[src/rtl/msrv32_trap_sequencer_if.sv]
// msrv32 trap sequencer bus: decoded exception flags, CSR enables,
// CSR control strobes and PC redirect select.
interface msrv32_trap_sequencer_if;
  logic       instr_valid_in;
  logic       illegal_instr_in;
  logic       misaligned_instr_in;
  logic       misaligned_load_in;
  logic       misaligned_store_in;
  logic       ecall_in;
  logic       ebreak_in;
  logic       mret_in;
  logic       mie_in;
  logic       meie_in;
  logic       mtie_in;
  logic       msie_in;
  logic       meip_in;
  logic       mtip_in;
  logic       msip_in;
  logic       set_cause_out;
  logic       set_epc_out;
  logic       mie_clear_out;
  logic       mie_set_out;
  logic       i_or_e_out;
  logic       misaligned_exception_out;
  logic       instret_inc_out;
  logic [3:0] cause_out;
  logic [1:0] pc_src_out;
  logic       flush_out;

  modport master (
    output instr_valid_in, illegal_instr_in,
    output misaligned_instr_in, misaligned_load_in,
    output misaligned_store_in, ecall_in,
    output ebreak_in, mret_in,
    output mie_in, meie_in, mtie_in, msie_in,
    output meip_in, mtip_in, msip_in,
    input  set_cause_out, set_epc_out,
    input  mie_clear_out, mie_set_out,
    input  i_or_e_out, misaligned_exception_out,
    input  instret_inc_out, cause_out,
    input  pc_src_out, flush_out
  );

  modport slave (
    input  instr_valid_in, illegal_instr_in,
    input  misaligned_instr_in, misaligned_load_in,
    input  misaligned_store_in, ecall_in,
    input  ebreak_in, mret_in,
    input  mie_in, meie_in, mtie_in, msie_in,
    input  meip_in, mtip_in, msip_in,
    output set_cause_out, set_epc_out,
    output mie_clear_out, mie_set_out,
    output i_or_e_out, misaligned_exception_out,
    output instret_inc_out, cause_out,
    output pc_src_out, flush_out
  );
endinterface

[src/rtl/msrv32_trap_sequencer.sv]
// msrv32 machine-mode trap/mret sequencer (OPERATING/TRAP_TAKEN/TRAP_RETURN).
// Define MSRV32_IRQ_SYNC_EN to double-flop meip/mtip/msip before use.
module msrv32_trap_sequencer (
  input logic clk_in,
  input logic rst_in,
  msrv32_trap_sequencer_if.slave bus
);

  typedef enum logic [1:0] {
    OPERATING   = 2'b00,
    TRAP_TAKEN  = 2'b01,
    TRAP_RETURN = 2'b10
  } state_e;

  state_e state_q, state_d;

  logic meip_w, mtip_w, msip_w;

`ifdef MSRV32_IRQ_SYNC_EN
  logic [2:0] sync1_q, sync2_q;

  // two-flop synchronizer on the asynchronous pending lines
  always_ff @(posedge clk_in or negedge rst_in) begin
    if (!rst_in) begin
      sync1_q <= 3'b000;
      sync2_q <= 3'b000;
    end else begin
      sync1_q <= {bus.meip_in, bus.mtip_in, bus.msip_in};
      sync2_q <= sync1_q;
    end
  end

  assign {meip_w, mtip_w, msip_w} = sync2_q;
`else
  assign meip_w = bus.meip_in;
  assign mtip_w = bus.mtip_in;
  assign msip_w = bus.msip_in;
`endif

  logic       exc, irq, mret;
  logic       mei, msi, mti;
  logic [3:0] exc_cause, irq_cause;
  logic       exc_mis;

  assign exc = bus.instr_valid_in &
               (bus.illegal_instr_in | bus.misaligned_instr_in |
                bus.misaligned_load_in | bus.misaligned_store_in |
                bus.ecall_in | bus.ebreak_in);

  assign mei = bus.meie_in & meip_w;
  assign msi = bus.msie_in & msip_w;
  assign mti = bus.mtie_in & mtip_w;

  assign irq  = bus.instr_valid_in & bus.mie_in & (mei | msi | mti);
  assign mret = bus.instr_valid_in & bus.mret_in;

  // exception cause by fixed priority; misaligned kinds flagged
  always_comb begin
    exc_cause = 4'd0;
    exc_mis   = 1'b0;
    if (bus.misaligned_instr_in) begin
      exc_cause = 4'd0;
      exc_mis   = 1'b1;
    end else if (bus.illegal_instr_in) begin
      exc_cause = 4'd2;
    end else if (bus.ecall_in) begin
      exc_cause = 4'd11;
    end else if (bus.ebreak_in) begin
      exc_cause = 4'd3;
    end else if (bus.misaligned_load_in) begin
      exc_cause = 4'd4;
      exc_mis   = 1'b1;
    end else if (bus.misaligned_store_in) begin
      exc_cause = 4'd6;
      exc_mis   = 1'b1;
    end
  end

  // interrupt cause: external beats software beats timer
  always_comb begin
    irq_cause = 4'd0;
    if (mei)      irq_cause = 4'd11;
    else if (msi) irq_cause = 4'd3;
    else if (mti) irq_cause = 4'd7;
  end

  // state register; reset drops any redirect in progress
  always_ff @(posedge clk_in or negedge rst_in) begin
    if (!rst_in) state_q <= OPERATING;
    else         state_q <= state_d;
  end

  // next state and CSR/PC strobes; everything forced low in reset
  always_comb begin
    state_d                      = OPERATING;
    bus.set_cause_out            = 1'b0;
    bus.set_epc_out              = 1'b0;
    bus.mie_clear_out            = 1'b0;
    bus.mie_set_out              = 1'b0;
    bus.i_or_e_out               = 1'b0;
    bus.misaligned_exception_out = 1'b0;
    bus.instret_inc_out          = 1'b0;
    bus.cause_out                = 4'd0;
    bus.pc_src_out               = 2'b00;
    bus.flush_out                = 1'b0;
    if (rst_in) begin
      unique case (state_q)
        OPERATING: begin
          if (exc) begin
            bus.set_cause_out            = 1'b1;
            bus.set_epc_out              = 1'b1;
            bus.mie_clear_out            = 1'b1;
            bus.cause_out                = exc_cause;
            bus.misaligned_exception_out = exc_mis;
            state_d                      = TRAP_TAKEN;
          end else if (irq) begin
            bus.set_cause_out = 1'b1;
            bus.set_epc_out   = 1'b1;
            bus.mie_clear_out = 1'b1;
            bus.i_or_e_out    = 1'b1;
            bus.cause_out     = irq_cause;
            state_d           = TRAP_TAKEN;
          end else if (mret) begin
            bus.mie_set_out     = 1'b1;
            bus.instret_inc_out = 1'b1;
            state_d             = TRAP_RETURN;
          end else if (bus.instr_valid_in) begin
            bus.instret_inc_out = 1'b1;
          end
        end
        TRAP_TAKEN: begin
          bus.pc_src_out = 2'b01;
          bus.flush_out  = 1'b1;
        end
        TRAP_RETURN: begin
          bus.pc_src_out = 2'b10;
          bus.flush_out  = 1'b1;
        end
        default: state_d = OPERATING;
      endcase
    end
  end

endmodule
[src/flat_wrapper.sv]
// flat-port wrapper written by rule: the top's interface ports become plain ports
module msrv32_trap_sequencer_flat 
  (clk_in, rst_in, bus_instr_valid_in, bus_illegal_instr_in, bus_misaligned_instr_in, bus_misaligned_load_in, bus_misaligned_store_in, bus_ecall_in, bus_ebreak_in, bus_mret_in, bus_mie_in, bus_meie_in, bus_mtie_in, bus_msie_in, bus_meip_in, bus_mtip_in, bus_msip_in, bus_set_cause_out, bus_set_epc_out, bus_mie_clear_out, bus_mie_set_out, bus_i_or_e_out, bus_misaligned_exception_out, bus_instret_inc_out, bus_cause_out, bus_pc_src_out, bus_flush_out);
  msrv32_trap_sequencer_if bus_i ();
  input logic clk_in;
  input logic rst_in;
  input wire logic [$bits(bus_i.instr_valid_in)-1:0] bus_instr_valid_in;
  input wire logic [$bits(bus_i.illegal_instr_in)-1:0] bus_illegal_instr_in;
  input wire logic [$bits(bus_i.misaligned_instr_in)-1:0] bus_misaligned_instr_in;
  input wire logic [$bits(bus_i.misaligned_load_in)-1:0] bus_misaligned_load_in;
  input wire logic [$bits(bus_i.misaligned_store_in)-1:0] bus_misaligned_store_in;
  input wire logic [$bits(bus_i.ecall_in)-1:0] bus_ecall_in;
  input wire logic [$bits(bus_i.ebreak_in)-1:0] bus_ebreak_in;
  input wire logic [$bits(bus_i.mret_in)-1:0] bus_mret_in;
  input wire logic [$bits(bus_i.mie_in)-1:0] bus_mie_in;
  input wire logic [$bits(bus_i.meie_in)-1:0] bus_meie_in;
  input wire logic [$bits(bus_i.mtie_in)-1:0] bus_mtie_in;
  input wire logic [$bits(bus_i.msie_in)-1:0] bus_msie_in;
  input wire logic [$bits(bus_i.meip_in)-1:0] bus_meip_in;
  input wire logic [$bits(bus_i.mtip_in)-1:0] bus_mtip_in;
  input wire logic [$bits(bus_i.msip_in)-1:0] bus_msip_in;
  output wire logic [$bits(bus_i.set_cause_out)-1:0] bus_set_cause_out;
  output wire logic [$bits(bus_i.set_epc_out)-1:0] bus_set_epc_out;
  output wire logic [$bits(bus_i.mie_clear_out)-1:0] bus_mie_clear_out;
  output wire logic [$bits(bus_i.mie_set_out)-1:0] bus_mie_set_out;
  output wire logic [$bits(bus_i.i_or_e_out)-1:0] bus_i_or_e_out;
  output wire logic [$bits(bus_i.misaligned_exception_out)-1:0] bus_misaligned_exception_out;
  output wire logic [$bits(bus_i.instret_inc_out)-1:0] bus_instret_inc_out;
  output wire logic [$bits(bus_i.cause_out)-1:0] bus_cause_out;
  output wire logic [$bits(bus_i.pc_src_out)-1:0] bus_pc_src_out;
  output wire logic [$bits(bus_i.flush_out)-1:0] bus_flush_out;
  assign bus_i.instr_valid_in = bus_instr_valid_in;
  assign bus_i.illegal_instr_in = bus_illegal_instr_in;
  assign bus_i.misaligned_instr_in = bus_misaligned_instr_in;
  assign bus_i.misaligned_load_in = bus_misaligned_load_in;
  assign bus_i.misaligned_store_in = bus_misaligned_store_in;
  assign bus_i.ecall_in = bus_ecall_in;
  assign bus_i.ebreak_in = bus_ebreak_in;
  assign bus_i.mret_in = bus_mret_in;
  assign bus_i.mie_in = bus_mie_in;
  assign bus_i.meie_in = bus_meie_in;
  assign bus_i.mtie_in = bus_mtie_in;
  assign bus_i.msie_in = bus_msie_in;
  assign bus_i.meip_in = bus_meip_in;
  assign bus_i.mtip_in = bus_mtip_in;
  assign bus_i.msip_in = bus_msip_in;
  assign bus_set_cause_out = bus_i.set_cause_out;
  assign bus_set_epc_out = bus_i.set_epc_out;
  assign bus_mie_clear_out = bus_i.mie_clear_out;
  assign bus_mie_set_out = bus_i.mie_set_out;
  assign bus_i_or_e_out = bus_i.i_or_e_out;
  assign bus_misaligned_exception_out = bus_i.misaligned_exception_out;
  assign bus_instret_inc_out = bus_i.instret_inc_out;
  assign bus_cause_out = bus_i.cause_out;
  assign bus_pc_src_out = bus_i.pc_src_out;
  assign bus_flush_out = bus_i.flush_out;
  msrv32_trap_sequencer u_core (.clk_in(clk_in), .rst_in(rst_in), .bus(bus_i));
endmodule
[config.mk]
export PLATFORM = sky130hd
export DESIGN_NAME = msrv32_trap_sequencer_flat
export DESIGN_NICKNAME = d
export VERILOG_FILES = /design/src/rtl/msrv32_trap_sequencer_if.sv /design/src/rtl/msrv32_trap_sequencer.sv /design/src/flat_wrapper.sv
export SDC_FILE = /design/constraint.sdc
export NUM_CORES = 1
export LEC_CHECK = 0
export BUFFER_PORTS_ARGS = -buffer_cell sky130_fd_sc_hd__buf_2
export CAP_MARGIN = 10
export CORE_AREA = 4 4 41 43
export DETAILED_ROUTE_END_ITERATION = 12
export DIE_AREA = 0 0 45 47
export PLACE_DENSITY_LB_ADDON = 0.2
export REMOVE_ABC_BUFFERS = 1
export SETUP_SLACK_MARGIN = 0.02
export SYNTH_ARGS = -nofsm -noshare
export SYNTH_HDL_FRONTEND = slang
export SYNTH_SLANG_ARGS = --single-unit
[constraint.sdc]
create_clock -name clk_in -period 2.5 [get_ports clk_in]
set_clock_uncertainty 0.2 [all_clocks]
set_input_delay 0.375 -clock clk_in [delete_from_list [all_inputs] [get_ports clk_in]]
set_output_delay 0.375 -clock clk_in [all_outputs]
set_load 0.1 [all_outputs]
== After elaboration in Yosys (flattened, before gate mapping) ==
Index checks and enable logic that the tools add are counted.
Word-level totals
  flip-flop bits (word level): 2
  input port bits: 17
  output and inout port bits: 14
  logic and storage cells: 68
Operators by class
  equality and inequality tests: 2
  mux-type cells: 49
  bitwise operators: 14
  reductions and logical operators: 2
Operators by type and width (count)
  2-to-1 mux 4 bit: 11
  2-to-1 mux 1 bit: 29
  2-to-1 mux 2 bit: 6
  bitwise AND 1 bit: 7
  OR 1 bit: 7
  2-to-1 mux 3 bit: 2
  one-hot mux 2 bit (2 select lines): 1
  == test 2 x 1 -> 1 bit, second input constant: 1
  == test 2 bit, second input constant: 1
  zero test 2 bit: 1
  OR reduction 2 bit: 1

== Depth between registers and ports, before layout ==
  depth after elaboration: 9
  depth in mapped cells: 5
  depth with buffers taken out: 5

== Worst setup path after synthesis ==
OpenSTA, ideal clock, no wires.
  kind: flip-flop to output port
  from: register u_core.state_q[0]
  to: output bus_i_or_e_out
  arrival time: 3740 ps
  required time: 1925 ps
  slack: -1815 ps
  stages on the path, launching flop included: 5
  buffers on the path: 0
  path through: dfrtp_1 inv_1 ha_1 nand3_1 nor4_1
On the way
  word-level cells in the longest chain between the ends: 3
Ends and longest elaborated chain
  from (decl): line msrv32_trap_sequencer.sv:15  | state_e state_q, state_d;
  from (signal assigned): line msrv32_trap_sequencer.sv:90  | else state_q <= state_d;
  zero test 2 bit: line msrv32_trap_sequencer.sv:107  | unique case (state_q)
  2-to-1 mux 1 bit: line msrv32_trap_sequencer.sv:107
  2-to-1 mux 1 bit: line msrv32_trap_sequencer.sv:106  | if (rst_in) begin
  to (decl): line flat_wrapper.sv:26  | output wire logic [$bits(bus_i.i_or_e_out)-1:0] bus_i_or_e_out;
Every way passes these cells.

== Final worst setup path ==
  from: register u_core.state_q[0]
  to: output bus_mie_clear_out
On the way
  word-level cells in the longest chain between the ends: 3
Ends and longest elaborated chain
  zero test 2 bit: line msrv32_trap_sequencer.sv:107
  2-to-1 mux 1 bit: line msrv32_trap_sequencer.sv:107
  2-to-1 mux 1 bit: line msrv32_trap_sequencer.sv:106
  to (decl): line flat_wrapper.sv:24  | output wire logic [$bits(bus_i.mie_clear_out)-1:0] bus_mie_clear_out;
Every way passes these cells.

==> results.md <==
* Outcome: finished, final reports clean
* Post-DP HPWL at 833 um
* Final min period at 2.37 ns
* Core Region at 0.00130 mm2
* Worst Max-Slew Pin Slew at 0.505 ns
* Initial antenna violation count at 0
* Grt ovf at 0
* Routed len/inst at 11.8 um
* Vias post-DR at 427
* Leak at 0.309 nW
* Drt pass-1 iters at 4
* Sequential area share after synthesis at 15.6%
* Slew Limit Fails at 0
* FF+latch count, synth at 2
* IO buf count at 30
* Worst path slowest cell: buf_2
* Top delay family on crit path: buffers and inverters
* Post-route ant nets at 0
* Synthesized area per cell at 8.01 um2
* Bufs and invs on worst path at 2
* Max_cap viols at 0
* Mapped Cells at 40
* Final WL at 1040 um
* CP required at 1.92 ns
* Met3 wire length at 96 um
* Clk_lat worst skew at 0.23 ns
* Most frequent cells after synthesis: nor2_1 (5), inv_1 (4), and2_1 (3), ha_1 (3)
* M1 WL at 410 um
* Number of synthesized flops with an enable pin at 0
* Initial DRC count at 3
* YS warnings at 0
* CTS Buffer Depth at 2
* Top Layer Used: met4
* # IOs at 31
* Slew margin rel. at 66.4%
* TritonCTS buffer count at 3
* Worst-path clk slew at 0.03 ns
* Vias per inst at 4.85
* Cell area after synthesis at 320 um2
* Crit Path Class: register to output pin
* Nets at 95
* Crit path largest cell delay at 0.47 ns
* CTS tree: yes
* Residual DRC at 0
* Layout cell share with drive strength beyond 1 at 52.1%
* Synth cell types at 25
* Arrival @ worst endpoint at 1.80 ns
* Clk sinks at 2
* Die area at 0.00212 mm2
* Fmax at 0.422 GHz
* Asr flop ratio synth at 100%
* Antenna cells at 0
* Starting density of the core at 24.6%
* Final period util at 94.9%
* Die Width at 45 um
* Clk root buf: clkbuf_4
* VDD IR max at 0.000112 V
* Tot GR Track Use at 10.6%
* Hold WS at 0.220 ns
* Pwr dens at 352 mW/mm2
* Total power at 0.000220 W
* RSZ-0062 raised after global routing: true
* Metal2 WL at 515 um
* TNS Setup at 0 ns
* Hold WC Path Type: primary input to register
* Synth area leaders: dfrtp_1 (16%), ha_1 (12%), nor4_4 (6.6%)
* FP Rows at 13
* CP max FO at 9
* H-tree levels at 1
* Layout area overhead at 94.9%
* CP cell instances: inv_1 > ha_1 > nand3_2 > nor2_1 > buf_2
* Die Ht at 47 um
* CP startpoint kind: register
* Most common cell in the netlist: nor2_1
* RePlAce Congestion at 0.704
* First-pass GRT wire length at 1590 um
* Top Registers: u_core.state_q (2)
* Vias in the first global route at 394
* Final hold violation count at 0
* Final setup viols at 0
* Area share of the largest cell type after synthesis at 15.6%
* Number of flip-flops in the largest register at 2
* Synth area leader: dfrtp_1
* Crit. End Element: output pin
* Biggest register: u_core.state_q
* Top_reg_cell synth: dfrtp_1
* Largest net degree at the start of global routing at 10
-- per-stage QoR --
| step | setup WS [ns] | instance area [um2] | instances | utilization (%) |
|---|---|---|---|---|
| after global placement | 0.221 | 572 | 84 | 43.9 |
| after global routing | -0.0113 | 624 | 88 | 48.0 |
| after floorplan | -2.76 | 305 | 38 | - |
| final | 0.129 | 624 | 88 | 48.0 |
| after CTS | 0.00481 | 604 | 88 | 46.4 |
| after detailed placement | 0.211 | 572 | 84 | 43.9 |
-- final timing paths --
| kind | start | to | slack, ns | depth (start not counted) |
|---|---|---|---|---|
| worst max-delay path | u_core.state_q[0] | bus_mie_clear_out | 0.13 | 5 |
| worst min-delay path | bus_mret_in | u_core.state_q[1] | 0.22 | 2 |
| worst max register to register | u_core.state_q[0] | u_core.state_q[1] | 0.94 | 4 |
| worst min register to register | u_core.state_q[1] | u_core.state_q[1] | 0.71 | 4 |
| max in group asynchronous | rst_in | u_core.state_q[1] | 1.65 | 2 |
| min in group asynchronous | rst_in | u_core.state_q[0] | 0.32 | 2 |
-- cell families (layout without fill, tap and decap cells) --
logic type               after synthesis  in the layout  share of synthesized area, %
buffers and inverters                  6             39                          9.37
adder cells (fa/ha/maj)                3              3                          11.7
AND/OR/NAND/NOR                       20             20                          41.8
flip-flops                             2              2                          15.6
AO/OA/AOI/OAI                          9              9                          21.5
-- placed cells by master, fill, tap and decap left out, types with 2 or more instances in the layout --
cell / instances
nor3_1: 2
nor2_1: 5
inv_1: 4
clkbuf_4: 3
dfrtp_1: 2
a21oi_1: 2
ha_1: 3
and2_1: 3
buf_12: 6
buf_2: 24
-- metal layers --
layer | GRT usage [%] | vias to the layer above
met1 | 12.5 | 191
li1 | - | 217
met5 | 0 | -
met3 | 3.45 | 2
met4 | 7.02 | 0
met2 | 16.4 | 17
-- power breakdown --
part	switching (W)	leakage (nW)	total (W)	internal, W
Combinational	0.0000794	0.268	0.000109	0.0000300
Clock	0.0000227	0.0138	0.0000761	0.0000533
Sequential	0.000000578	0.0271	0.0000341	0.0000335
-- layout make-up --
cell class / count / area [um2]
fill: 136 / 677
multi-input combinational: 32 / 260
timing repair buffer: 32 / 258
sequential: 2 / 50.0
clock buffer: 3 / 22.5
tap: 15 / 18.8
inverter: 4 / 15.0
-- timing repair --
action | in CTS | in global routing
hold buffers | 1 | 0
buffers inserted | 0 | 0
setup endpoints to repair | 1 | 6
hold endpoints to repair | 2 | 0
gates resized for setup | 0 | 3
-- worst reg2reg max path, stage by stage (launching register included) --
cell and delay [ns]:
dfrtp_1 0.38, inv_1 0.08, ha_1 0.16, nand3_2 0.21
nor4b_4 0.41
Note: power is estimated with default switching activity, not from simulation.
